--- config.mk ---
export PLATFORM = sky130hd
export DESIGN_NAME = pipe_stage_skid
export DESIGN_NICKNAME = d
export VERILOG_FILES = /design/src/rtl/pipe_pkg.sv /design/src/rtl/pipe_entry_reg.sv /design/src/rtl/pipe_stage_skid.sv
export SDC_FILE = /design/constraint.sdc
export NUM_CORES = 1
export LEC_CHECK = 0
export ABC_CLOCK_PERIOD_IN_PS = 3080
export CAP_MARGIN = 15
export CORE_ASPECT_RATIO = 1.2
export CORE_MARGIN = 4
export CORE_UTILIZATION = 54
export CTS_CLUSTER_SIZE = 16
export DETAILED_ROUTE_END_ITERATION = 10
export PLACE_DENSITY = 0.86
export SETUP_SLACK_MARGIN = 0.15
export SKIP_LAST_GASP = 1
export SLEW_MARGIN = 30
export SYNTH_ARGS = -nofsm -noshare
export SYNTH_HDL_FRONTEND = slang
export SYNTH_SLANG_ARGS = --single-unit
--- constraint.sdc ---
create_clock -name clk -period 3.08 [get_ports clk]
set_input_delay 0.616 -clock clk [delete_from_list [all_inputs] [get_ports clk]]
set_output_delay 0.616 -clock clk [all_outputs]
set_load 0.005 [all_outputs]
--- src/rtl/pipe_pkg.sv ---
// -----------------------------------------------------------------------------
// pipe_pkg
// Definitions shared by the pipeline stage: occupancy width, the default control
// value driven while no entry is presented, the standard MEM/WB control bit
// positions, and a helper that turns the two entry valid bits into a count.
// No ports.
// -----------------------------------------------------------------------------
package pipe_pkg;

  localparam int OCC_W          = 2;
  localparam int CTRL_W_DEFAULT = 8;

  // Control word driven while the stage presents no valid entry.
  localparam logic [CTRL_W_DEFAULT-1:0] CTRL_RST_DEFAULT = 8'h00;

  // Standard MEM/WB control bit positions inside the control payload.
  localparam int REGWRITE_BIT = 0;
  localparam int MEMTOREG_BIT = 1;
  localparam int WRITER7_BIT  = 2;
  localparam int HALT_BIT     = 3;
  localparam int WRSEL_LSB    = 4;

  typedef logic [OCC_W-1:0] occ_t;

  // Number of held entries given the main and skid valid bits.
  function automatic occ_t occCount(input logic mainV, input logic skidV);
    occCount = {1'b0, mainV} + {1'b0, skidV};
  endfunction

endpackage

--- src/rtl/pipe_entry_reg.sv ---
// -----------------------------------------------------------------------------
// pipe_entry_reg
// One {valid, data, ctrl} holding register used for both the main and the skid
// entry of pipe_stage_skid.
// Ports:
//   clk       clock
//   rst       synchronous reset, active-low (clears valid, data and ctrl)
//   load      capture loadData/loadCtrl and mark the entry valid
//   clear     mark the entry invalid; data and ctrl keep their last value
//   loadData  data payload to capture
//   loadCtrl  control payload to capture
//   valid     entry holds a live payload
//   data      held data payload
//   ctrl      held control payload
// clear has priority over load.
// -----------------------------------------------------------------------------
module pipe_entry_reg #(
  parameter int DATA_W = 48,
  parameter int CTRL_W = 8
) (
  input  logic              clk,
  input  logic              rst,
  input  logic              load,
  input  logic              clear,
  input  logic [DATA_W-1:0] loadData,
  input  logic [CTRL_W-1:0] loadCtrl,
  output logic              valid,
  output logic [DATA_W-1:0] data,
  output logic [CTRL_W-1:0] ctrl
);

  // Entry state register: reset, then clear, then load, else hold.
  always_ff @(posedge clk) begin
    if (!rst) begin
      valid <= 1'b0;
      data  <= '0;
      ctrl  <= '0;
    end else if (clear) begin
      valid <= 1'b0;
    end else if (load) begin
      valid <= 1'b1;
      data  <= loadData;
      ctrl  <= loadCtrl;
    end else begin
      valid <= valid;
    end
  end

endmodule

--- src/rtl/pipe_stage_skid.sv ---
// -----------------------------------------------------------------------------
// pipe_stage_skid
// Inter-stage pipeline register with a valid/ready handshake and a 2-entry skid
// buffer. in_ready comes straight from a register, so there is no combinational
// path from out_ready to in_ready.
// Optional build macro: PIPE_STAGE_PERF_EN adds stall/bubble counters.
// Ports:
//   clk, rst              clock; synchronous active-low reset
//   in_valid/in_ready     upstream handshake (in_ready = !skid valid)
//   data_in, ctrl_in      upstream payload, captured only on push
//   flush                 drop all held entries and this cycle's push
//   out_valid/out_ready   downstream handshake
//   data_out              main data, holds last value when invalid
//   ctrl_out              main control, CTRL_RST when invalid
//   occupancy             held entries, 0..2
//   stall_cnt             (PIPE_STAGE_PERF_EN) cycles with out_valid & !out_ready
//   bubble_cnt            (PIPE_STAGE_PERF_EN) cycles with !out_valid
// -----------------------------------------------------------------------------
module pipe_stage_skid
  import pipe_pkg::*;
#(
  parameter int                DATA_W   = 48,
  parameter int                CTRL_W   = CTRL_W_DEFAULT,
  parameter logic [CTRL_W-1:0] CTRL_RST = CTRL_W'(CTRL_RST_DEFAULT)
) (
  input  logic              clk,
  input  logic              rst,
  input  logic              in_valid,
  output logic              in_ready,
  input  logic [DATA_W-1:0] data_in,
  input  logic [CTRL_W-1:0] ctrl_in,
  input  logic              flush,
  output logic              out_valid,
  input  logic              out_ready,
  output logic [DATA_W-1:0] data_out,
  output logic [CTRL_W-1:0] ctrl_out,
  output logic [OCC_W-1:0]  occupancy
`ifdef PIPE_STAGE_PERF_EN
  ,
  output logic [15:0]       stall_cnt,
  output logic [15:0]       bubble_cnt
`endif
);

  logic              mainValid, skidValid;
  logic [DATA_W-1:0] mainData, skidData;
  logic [CTRL_W-1:0] mainCtrl, skidCtrl;

  logic              push_s, pop_s, mainFree_s;
  logic              mainLoad_s, mainClear_s, skidLoad_s, skidClear_s;
  logic [DATA_W-1:0] mainSrcData_s;
  logic [CTRL_W-1:0] mainSrcCtrl_s;

  // Handshake decode and load/clear steering for the two entries.
  always_comb begin
    push_s      = in_valid & in_ready;
    pop_s       = mainValid & out_ready;
    mainFree_s  = !mainValid | pop_s;
    mainLoad_s  = 1'b0;
    mainClear_s = 1'b0;
    skidLoad_s  = 1'b0;
    skidClear_s = 1'b0;
    if (flush) begin
      mainClear_s = 1'b1;
      skidClear_s = 1'b1;
    end else if (mainFree_s) begin
      // Main refills from skid first (FIFO order), else from the push.
      if (skidValid | push_s) begin
        mainLoad_s = 1'b1;
      end else begin
        mainClear_s = 1'b1;
      end
      if (skidValid) begin
        if (push_s) begin
          skidLoad_s = 1'b1;
        end else begin
          skidClear_s = 1'b1;
        end
      end else begin
        skidLoad_s = 1'b0;
      end
    end else begin
      // Main is held: an accepted push parks in skid.
      if (push_s) begin
        skidLoad_s = 1'b1;
      end else begin
        skidLoad_s = 1'b0;
      end
    end
  end

  // Main entry source: the older skid entry always wins over new input.
  always_comb begin
    if (skidValid) begin
      mainSrcData_s = skidData;
      mainSrcCtrl_s = skidCtrl;
    end else begin
      mainSrcData_s = data_in;
      mainSrcCtrl_s = ctrl_in;
    end
  end

  pipe_entry_reg #(.DATA_W(DATA_W), .CTRL_W(CTRL_W)) mainEntry (
    .clk      (clk),
    .rst      (rst),
    .load     (mainLoad_s),
    .clear    (mainClear_s),
    .loadData (mainSrcData_s),
    .loadCtrl (mainSrcCtrl_s),
    .valid    (mainValid),
    .data     (mainData),
    .ctrl     (mainCtrl)
  );

  pipe_entry_reg #(.DATA_W(DATA_W), .CTRL_W(CTRL_W)) skidEntry (
    .clk      (clk),
    .rst      (rst),
    .load     (skidLoad_s),
    .clear    (skidClear_s),
    .loadData (data_in),
    .loadCtrl (ctrl_in),
    .valid    (skidValid),
    .data     (skidData),
    .ctrl     (skidCtrl)
  );

  assign in_ready  = !skidValid;
  assign out_valid = mainValid;
  assign data_out  = mainData;
  assign ctrl_out  = mainValid ? mainCtrl : CTRL_RST;
  assign occupancy = occCount(mainValid, skidValid);

`ifdef PIPE_STAGE_PERF_EN
  // Saturating stall/bubble counters, cleared by reset or flush.
  always_ff @(posedge clk) begin
    if (!rst || flush) begin
      stall_cnt  <= 16'h0000;
      bubble_cnt <= 16'h0000;
    end else begin
      if (mainValid && !out_ready && (stall_cnt != 16'hFFFF)) begin
        stall_cnt <= stall_cnt + 16'h0001;
      end else begin
        stall_cnt <= stall_cnt;
      end
      if (!mainValid && (bubble_cnt != 16'hFFFF)) begin
        bubble_cnt <= bubble_cnt + 16'h0001;
      end else begin
        bubble_cnt <= bubble_cnt;
      end
    end
  end
`endif

endmodule

# ---- Word level (Yosys, flattened, before mapping)
# Cells that the tools add are included.
dict set report classes {
  add_sub_neg 1
  multipliers 0
  div 0
  order_cmp 0
  n_eq_ne 0
  shifts 0
  n_mux 17
  n_bitwise 7
  n_reduce_logical 6
}
# op count
set op_table {}
lappend op_table {{48-bit two-way mux} 1}
lappend op_table {{8-bit two-way mux} 2}
lappend op_table {{1-bit two-way mux} 14}
lappend op_table {{2-bit AND reduction} 2}
lappend op_table {{2-bit OR reduction} 2}
lappend op_table {{1-bit inverter} 3}
lappend op_table {{1-bit by 1-bit adder with 2-bit output} 1}
lappend op_table {{1-bit bitwise AND} 2}
lappend op_table {{1-bit zero test} 2}
lappend op_table {{1-bit OR} 2}
dict set report totals {
  ff_bits 114
  latchBits 0
  ramBits 0
  mem_bits_ro 0
  in_bits 61
  memories 0
}

# ---- Longest topological paths before layout
dict set report logic_depth {
  depth_word 8
  ltp_mapped 6
}

# ---- Cells and area by module
# A second synthesis with hierarchy kept.
dict set report unflattened {
  hier_cells 574
  area_unflattened_um2 5736.8
}
# mod instances cells_each area_per_inst_um2
set modules_own_cells {}
lappend modules_own_cells {pipe_entry_reg 2 247 2326.0}
lappend modules_own_cells {pipe_stage_skid 1 80 1084.8}

# ---- Worst setup path after synthesis
# No wires, ideal clock.
dict set report synth_timing {
  path_kind {input to register}
  start {input out_ready}
  end {register skidEntry.data[10]}
  setup_time_ns 0.072
  t_arrival_ns 1.677
  required_ns 3.008
  slack_ns 1.331
  stages 6
  path_cell_list {nand2b_1 -> buf_2 -> nor4b_4 -> buf_6 -> buf_12 -> mux2i_1}
}
dict set report synth_between {
  elab_chain_len 6
  word_cells_on_any_way 8
}
# element line_no
set synth_rtl {}
lappend synth_rtl {{start: declaration} pipe_stage_skid.sv:34} ;# input logic out_ready,
lappend synth_rtl {{1-bit bitwise AND (*)} pipe_stage_skid.sv:57} ;# pop_s = mainValid & out_ready;
lappend synth_rtl {{1-bit OR (*)} pipe_stage_skid.sv:58} ;# mainFree_s = !mainValid | pop_s;
lappend synth_rtl {{1-bit two-way mux} pipe_stage_skid.sv:66} ;# end else if (mainFree_s) begin
lappend synth_rtl {{1-bit two-way mux} pipe_stage_skid.sv:63} ;# if (flush) begin
lappend synth_rtl {{1-bit inverter (no source line)} n/a}
lappend synth_rtl {{2-bit AND reduction (no source line) (*)} n/a}
lappend synth_rtl {{end signal: assignment} pipe_entry_reg.sv:42} ;# data <= loadData;
lappend synth_rtl {{end: declaration} pipe_entry_reg.sv:28} ;# output logic [DATA_W-1:0] data,
# Every way passes the cells marked *; elsewhere a longest branch is shown, timed or not.
# A chain may end at the register's enable or synchronous reset.

# ---- Final worst setup path
dict set report layout_timing {
  start {register skidEntry.valid}
  end {output occupancy[0]}
}
dict set report layout_between {
  elab_chain_len 1
}
# element line_no
set layout_rtl {}
lappend layout_rtl {{start: declaration} pipe_entry_reg.sv:27} ;# output logic valid,
lappend layout_rtl {{start signal: assignment} pipe_entry_reg.sv:45} ;# valid <= valid;
lappend layout_rtl {{1-bit by 1-bit adder with 2-bit output} pipe_pkg.sv:27} ;# occCount = {1'b0, mainV} + {1'b0, skidV};
lappend layout_rtl {{end: declaration} pipe_stage_skid.sv:37} ;# output logic [OCC_W-1:0] occupancy
# Every way passes these cells.

==> results.cfg <==
[outcome]
status = finished, final reports clean

[setup_path]
r2r_slack_ns = 1.03
cp.arrival_ns = 2.08
crit_required_ns = 2.46
rr_worst_depth = 4
path_max_fanout = 36
cp-start-kind = flip-flop
reg2reg_to = mainEntry.ctrl[5]
r2r_start = skidEntry.valid
path_class = flip-flop to output port
endpoint_kind = output port

[floorplanning]
fp.coreArea_mm2 = 0.00913
pin_count = 121
std_cell_rows = 38
fp.dieArea_mm2 = 0.0110
die_w_um = 96.6
die_h_um = 114
start_util_pct = 55.7

[routing]
routedWlPerCell_um = 16.8
vias = 4239
dr.pass1.iters = 4
viasPerCell = 5.69
wl_mm = 12.5
antenna_left = 0
drtIter0Drc = 187
drcViolationCount = 0

[sta]
rsz0062_at_grt = no
setup_viol = 0
drv_slew = 0
hold_viol_final = 0
fmax_mhz = 371
tightestPinTransition_ns = 0.666
min_period_ns = 2.69
tns_ns = 0
max_slew_margin_pct = 55.6
holdWs_ns = 0.457
fin_skew_ns = 0.00932
fin_crit_sh_pct = 87.4

[yosys]
yosysSeqAreaShare_pct = 44.9
synth_seq_cells = 114
yosysMostFrequentCell = dfxtp_1
synth_cell_types = 20
syn_nets = 581
syn-cell-area_mm2 = 0.00509
synthTopCellsByCount = 114 x dfxtp_1, 112 x mux2i_1, 112 x nand2_1, 56 x nand3_1, 56 x o211a_1
syn-mean-instance-area_um2 = 9.80
synthFlopType = dfxtp_1
synth_largest_area_cell = dfxtp_1
ys_warn_count = 0
netlist.area_leader.share_pct = 44.9
ys_top_cells_by_area = dfxtp_1 45%, mux2i_1 22%, o211a_1 11%
syn_inst = 519
synth_edf_count = 0
async_flop_share_pct = 0

[place]
port-buffer-count = 120
gp_congestion = 0.748
place.detailed.hpwl_mm = 7.72

[clock_tree]
clkTransAtPathRegs_ns = 0.05
tritoncts = yes
cts_buffer_depth = 2
clkLatencyLatePin_ns = 0.51
ctsHoldBuffers = 0
h-tree-depth = 4
cts-root-buf = clkbuf_8
clock_sinks = 114
cts_setup_buffers = 0
cts_buffers = 17
cts-resized-gates = 0

[power]
clock_power_share_pct = 48.1
peakVddDrop_uv = 384
p_leak_nw = 2.91
finalPower_mw = 3.77
powerDensity_mw_per_mm2 = 555
p_sw_uw = 830
seqPwrFrac_pct = 41.7
internal-power_mw = 2.94
pwr-share-comb_pct = 10.2
power_switching_share_pct = 22.0

[layout]
final_layout_size_suffix_gt1_share_pct = 6.72
n_antenna_cell = 0
areaGrowthSynthToFinish_pct = 33.4
nets = 676

[min_path]
min-delay-start = skidEntry.data[23]
hold_end = skidEntry.data[23]
whs_path_depth = 2
hold_class = flip-flop to flip-flop

[global_route]
antenna_found_initial = 0
globalRouteTotalUtil_pct = 23.2
grt_overflow = 0
grt_pass1_wl_mm = 20.0
first_global_vias = 4314
grt_max_degree = 87

[job]
maxCapViolCount = 0
## cells in the final DEF (no fill, tap or decap), types with 2 or more instances in the layout
cell	n
mux2i_1	112
dfxtp_1	113
and2_1	8
o211a_1	56
clkbuf_1	2
clkbuf_8	7
buf_12	2
nand2_1	112
buf_4	6
clkdlybuf4s50_1	119
nand3_1	56
clkbuf_16	16
clkinv_2	4
## cells by family after synthesis
kind of cell	after synthesis	share of synthesized area [%]
simple gates	182	15.8
flops	114	44.9
mux	112	22.0
compound gates	58	11.3
buf+inv	52	5.76
fa+ha+maj	1	0.246
## state kept, by name (all words and copies together), names as in the netlist
name             cells
mainEntry.ctrl       8
mainEntry.data      48
mainEntry.valid      1
skidEntry.ctrl       8
skidEntry.data      48
skidEntry.valid      1
## critical path, stage by stage, from the launching register on
cell and delay [ns]:
dfxtp_4 0.77, ha_1 0.36, clkdlybuf4s50_1 0.45
## final cells by class
cell class,instances,area [µm²]
Sequential cell,114,2290
Clock inverter,5,50.0
Tap cell,120,150
Clock buffer,25,504
Fill cell,684,2340
Inverter,1,3.75
Timing Repair Buffer,127,1280
Multi-Input combinational cell,353,2520
## worst max-delay path by stage
stage	from	endpoint	slack, ns	cells past startpoint
after floorplan	out_ready	skidEntry.data[10]	1.33	6
after global placement	out_ready	mainEntry.data[12]	0.35	4
after detailed placement	out_ready	skidEntry.data[46]	0.54	5
after CTS	skidEntry.valid	occupancy[0]	0.34	2
after global routing	skidEntry.valid	occupancy[0]	0.29	2
final	skidEntry.valid	occupancy[0]	0.39	2
## routing by layer
metal	track usage (%)	routed length (µm)
met2	40.3	6530
met3	6.64	704
met1	26.8	5130
met4	8.70	138
met5	0	0
## stage by stage
stage | worst slack, ns | utilization, % | std cells | cell area (µm²)
global placement | 0.355 | 68.3 | 715 | 6230
CTS | 0.345 | 74.3 | 745 | 6790
floorplan | 1.33 | - | 519 | 5090
global route | 0.295 | 74.3 | 745 | 6790
finish | 0.387 | 74.3 | 745 | 6790
detailed placement | 0.542 | 68.3 | 715 | 6230
## power groups by stage
| stage | registers, mW | logic [mW] | clock network (mW) |
|---|---|---|---|
| after CTS | 1.57 | 0.387 | 1.83 |
| after global placement | 1.60 | 0.370 | 0 |
| after floorplan | 1.59 | 0.171 | 0 |
| after global routing | 1.58 | 0.416 | 1.92 |
| final | 1.57 | 0.384 | 1.81 |
| after detailed placement | 1.60 | 0.381 | 0 |
(Power assumes the default switching activity.)
